[src/rtl/instr_fetch.sv]
// Instruction fetch sequencer: reads opcode/operand pairs for the current PC over a
// req/ack memory port, holds them for execute, then pulses pc_enable once per instruction.
module instr_fetch #(
    parameter int DATA_WIDTH  = 16,
    parameter int ACK_TIMEOUT = 255
) (
    input  logic                  clk,
    input  logic                  reset,
    input  logic                  fetch_enable,
    input  logic [DATA_WIDTH-1:0] pc,
    output logic                  pc_enable,
    output logic                  mem_req,
    output logic [DATA_WIDTH:0]   mem_addr,
    input  logic                  mem_ack,
    input  logic [DATA_WIDTH-1:0] mem_rdata,
    output logic [DATA_WIDTH-1:0] opcode,
    output logic [DATA_WIDTH-1:0] operand,
    output logic                  instr_valid,
    input  logic                  exec_done,
    output logic                  fetch_err,
    output logic [DATA_WIDTH-1:0] instr_count,
    output logic [2:0]            fetch_state
);

    typedef enum logic [2:0] {
        S_IDLE      = 3'd0,
        S_FETCH_OP  = 3'd1,
        S_FETCH_ARG = 3'd2,
        S_ISSUE     = 3'd3,
        S_ADVANCE   = 3'd4,
        S_ERROR     = 3'd5
    } state_e;

    // wait_q counts missed-ack cycles 0..ACK_TIMEOUT-1; the last one trips the error
    localparam int WCW = (ACK_TIMEOUT > 1) ? $clog2(ACK_TIMEOUT) : 1;
    localparam logic [WCW-1:0] WAIT_LAST = WCW'((ACK_TIMEOUT > 0) ? ACK_TIMEOUT - 1 : 0);

    state_e                  state_q, state_d;
    logic [WCW-1:0]          wait_q;
    logic [DATA_WIDTH:0]     addr_q;
    logic [DATA_WIDTH-1:0]   opcode_q, operand_q, count_q;
    logic                    mem_req_q, instr_valid_q, pc_enable_q, fetch_err_q;
    logic                    in_fetch, timeout;

    always_comb begin
        state_d  = state_q;
        in_fetch = (state_q == S_FETCH_OP) || (state_q == S_FETCH_ARG);
        timeout  = in_fetch && !mem_ack && (ACK_TIMEOUT != 0) && (wait_q == WAIT_LAST);
        case (state_q)
            S_IDLE:      if (fetch_enable) state_d = S_FETCH_OP;
            S_FETCH_OP:  if (mem_ack) state_d = S_FETCH_ARG;
                         else if (timeout) state_d = S_ERROR;
            S_FETCH_ARG: if (mem_ack) state_d = S_ISSUE;
                         else if (timeout) state_d = S_ERROR;
            S_ISSUE:     if (exec_done) state_d = S_ADVANCE;
            S_ADVANCE:   state_d = fetch_enable ? S_FETCH_OP : S_IDLE;
            S_ERROR:     state_d = S_ERROR;
            default:     state_d = S_IDLE;
        endcase
        // pc is live during fetch so the post-branch PC is used in the first fetch cycle
        mem_addr = in_fetch ? {pc, state_q == S_FETCH_ARG} : addr_q;
    end

    always_ff @(posedge clk or negedge reset) begin
        if (!reset) begin
            state_q       <= S_IDLE;
            wait_q        <= '0;
            addr_q        <= '0;
            opcode_q      <= '0;
            operand_q     <= '0;
            count_q       <= '0;
            mem_req_q     <= 1'b0;
            instr_valid_q <= 1'b0;
            pc_enable_q   <= 1'b0;
            fetch_err_q   <= 1'b0;
        end else begin
            state_q       <= state_d;
            mem_req_q     <= (state_d == S_FETCH_OP) || (state_d == S_FETCH_ARG);
            instr_valid_q <= (state_d == S_ISSUE);
            pc_enable_q   <= (state_d == S_ADVANCE);
            if (state_d == S_ERROR) fetch_err_q <= 1'b1;
            wait_q        <= (in_fetch && !mem_ack) ? wait_q + WCW'(1) : '0;
            if (in_fetch) addr_q <= mem_addr;
            if (state_q == S_FETCH_OP && mem_ack) opcode_q <= mem_rdata;
            if (state_q == S_FETCH_ARG && mem_ack) operand_q <= mem_rdata;
            if (state_q == S_ADVANCE) count_q <= count_q + DATA_WIDTH'(1);
        end
    end

    assign pc_enable   = pc_enable_q;
    assign mem_req     = mem_req_q;
    assign opcode      = opcode_q;
    assign operand     = operand_q;
    assign instr_valid = instr_valid_q;
    assign fetch_err   = fetch_err_q;
    assign instr_count = count_q;
    assign fetch_state = state_q;

endmodule

[config.mk]
export PLATFORM = sky130hd
export DESIGN_NAME = instr_fetch
export DESIGN_NICKNAME = d
export VERILOG_FILES = /design/src/rtl/instr_fetch.sv
export SDC_FILE = /design/constraint.sdc
export NUM_CORES = 1
export LEC_CHECK = 0
export BUFFER_PORTS_ARGS = -buffer_cell sky130_fd_sc_hd__buf_2
export CORE_MARGIN = 2
export CORE_UTILIZATION = 55
export CTS_CLUSTER_SIZE = 30
export DETAILED_ROUTE_END_ITERATION = 10
export PLACE_DENSITY = 0.85
export SLEW_MARGIN = 20
export SYNTH_ARGS = -nofsm -noshare
export SYNTH_HDL_FRONTEND = slang
export SYNTH_SLANG_ARGS = --single-unit
[constraint.sdc]
create_clock -name clk -period 3.5 [get_ports clk]
set_input_delay 0 -clock clk [delete_from_list [all_inputs] [get_ports clk]]
set_output_delay 0 -clock clk [all_outputs]
set_load 0.01 [all_outputs]
==> reports/qor.yml <==
die:
  top_level_ports: 109
  design.die.area_sq_um: 6910
  rows: 28
  die_height_um: 83.1
  die_width_um: 83.1
  fp.coreArea_sq_um: 5990
  initial_utilization: 0.575
power:
  pwr_density_cell_nw_per_um2: 863
  total_power_uw: 3950
  power.static_leakage_uw: 0.00223
  vdd_drop_max_mv: 0.550
drt:
  dr.pass1.iters: 4
  drc_errors: 0
  drt.antenna.violating_nets: 0
  detail_route.vias_per_cell: 5.17
  detail_route.wirelength_um: 7410
  wire_per_inst_um: 15.4
  drt_iter0_markers: 80
  dr_total_vias: 2486
sta:
  hold_viol_final: 0
  report.final.slew_viol_count: 0
  finalSetupTns_ns: 0
  setup_slack_ns: 1.41
  period_minus_slack_ns: 2.09
  max_freq_mhz: 479
  slew-limit-headroom: 0.348
  whs_ns: 0.0230
  layout_worst_path_cycle_share: 0.597
  setup-violations-final: 0
  timing.clock.skew_ns: 0.0116
  grt_setup_unrepaired: "no"
  max_slew.worst_pin.slew_ns: 0.978
logic_synthesis:
  yosysMostFrequentCell: "dfrtp_1"
  synth_largest_area_cell: "dfrtp_1"
  synth.cell_area_sq_um: 3440
  yosysTopAreaCellShare: 0.581
  yosys-top-cells-area: "dfrtp_1, mux2_2, xor2_1"
  ys_types: 32
  synth-async-reset-ratio: 1.00
  yosysWarningCount: 0
  synth_seq_area_share: 0.581
  netlist_instances: 254
  syn_nets: 294
  postSynthAreaPerCell_sq_um: 13.6
  ys_seq_elements: 80
  synth-main-ff-cell: "dfrtp_1"
  synth.cells.most_frequent: "dfrtp_1, mux2_2, nor2_1"
  synth_enable_flop_cells: 0
clock_tree:
  clockBufferDepth: 2
  cts.sinks: 80
  clock_buffers_created_by_tritoncts: 9
  cts.reportedPaths.clkPinSlew_ns: 0.08
  cts_max_level: 3
  postCtsSetupRepairBufs: 0
  cts-root-buf: "clkbuf_8"
  clock_insertion_delay_at_the_later_pin_of_the_skew_report_ns: 0.35
  tritoncts: "yes"
setup_path:
  worst_ep_required_time_ns: 3.50
  crit_family: "flip-flops"
  critical_path.cell_chain: "xnor2_1 -> nor2_2 -> buf_4 -> mux2_2 -> buf_2"
  startpoint_type: "flop"
  critical_path_class: "flop to output pin"
  reg2reg_slack_ns: 1.56
  worst_setup_path_end_kind: "output pin"
  timing.critical_path.arrival_ns: 2.09
  worst-path-buf-inv: 2
  critical_path.slowest_cell: "dfrtp_1"
  max_stage_delay_ns: 0.58
  critPathMaxFanout: 32
status:
  outcome: "completed"
placement:
  globalplace.congestion: 0.744
  detailedPlace.worstSlack_ns: 1.57
  dp_hpwl_um: 4690
  placed_area_sq_um: 4050
  port_buffers: 108
grt:
  grt_pass1_wl_um: 12600
  grt_use_total: 0.230
  overflow: 0
  antenna_found_initial: 0
  first_global_vias: 2623
  grt_max_degree: 81
layout:
  fraction_of_final_layout_cells_with_drive_strength_greater_than_1: 0.495
  nets: 441
  n_antenna_cell: 0
  syn2layout_area_growth_pct: 33.1
  fin_area_sq_um: 4580
min_path:
  timing.hold.worst.class: "input pin to flop"
run:
  drv.max_cap_violation_count: 0
-- path summary, 6_finish.rpt --
kind	from	to	cells past startpoint
min	fetch_enable	fetch_state[0]	4
max reg2reg	fetch_state[0]	fetch_state[0]	4
min in group asynchronous	reset	addr_q[7]	2
max	fetch_state[0]	mem_addr[9]	5
max in group asynchronous	reset	fetch_state[2]	2
min reg2reg	instr_count[15]	instr_count[15]	1
-- worst register-to-register path: stages, from the launching register on --
cell     delay, ns
dfrtp_1       0.52
xnor2_1       0.30
or3_1         0.31
o21ai_1       0.16
or4_1         0.53
-- layout by cell type, fill, tap and decap left out, types with 2 or more instances in the layout --
cell,n
nor3_1,2
clkinvlp_4,2
nand3_1,8
nor4_1,3
buf_2,107
clkinv_4,2
and3_1,3
nor3_2,3
buf_4,4
dfrtp_1,80
nand2b_1,3
clkinv_2,2
mux2_2,65
nand2_1,12
or2_2,2
nand4_1,5
inv_1,4
nor2_1,16
clkbuf_8,9
xor2_1,12
dlygate4sd3_1,34
ha_1,3
xnor2_1,10
-- what timing repair did --
action,4_1_cts,5_1_grt
gates resized for setup,0,0
hold buffers,34,0
hold endpoints to repair,129,0
-- through the flow --
step / util / cells
after floorplan: - / 254
after global placement: 0.675 / 431
after detailed placement: 0.675 / 431
after CTS: 0.765 / 481
after global routing: 0.765 / 481
final: 0.765 / 481
-- sequential cells by signal, indices dropped and copies added, names as in the netlist --
name	flops
addr_q	17
instr_count	16
opcode	16
operand	16
wait_q	8
fetch_state	3
fetch_err	1
instr_valid	1
mem_req	1
pc_enable	1
-- metal layers --
| layer | vias to the layer above | global-route usage | part of all wire |
|---|---|---|---|
| li1 | 1184 | - | - |
| met1 | 1200 | 0.296 | 0.43 |
| met2 | 91 | 0.374 | 0.49 |
| met3 | 11 | 0.0646 | 0.065 |
| met4 | 0 | 0.0849 | 0.014 |
| met5 | - | 0 | 0 |
-- power by group --
group / switching [uW] / internal, uW / leakage (uW)
clock network: 334 / 329 / 0.0000952
registers: 236 / 1280 / 0.000994
logic: 836 / 943 / 0.00115
-- cells by family (layout without fill, tap and decap cells) --
logic type | after synthesis | in the layout | synth area share
and+or+nand+nor | 66 | 66 | 0.109
AOI/OAI and AO/OA | 5 | 5 | 0.00872
xor gates and xnor gates | 22 | 22 | 0.0560
DFF | 80 | 80 | 0.581
adders and majority gates | 3 | 3 | 0.0109
buffers and inverters | 13 | 165 | 0.0218
muxes | 65 | 65 | 0.213
-- area by class of cell --
| type | count | area, sq um |
|---|---|---|
| repair buffers | 145 | 906 |
| fillers | 387 | 1410 |
| inverters | 4 | 15.0 |
| multi-input cells | 161 | 1370 |
| flip-flops and latches | 80 | 2000 |
| well taps | 75 | 93.8 |
| clock inverters | 7 | 72.6 |
| clock buffers | 9 | 124 |
No activity file was read; power rests on OpenSTA's default activity.
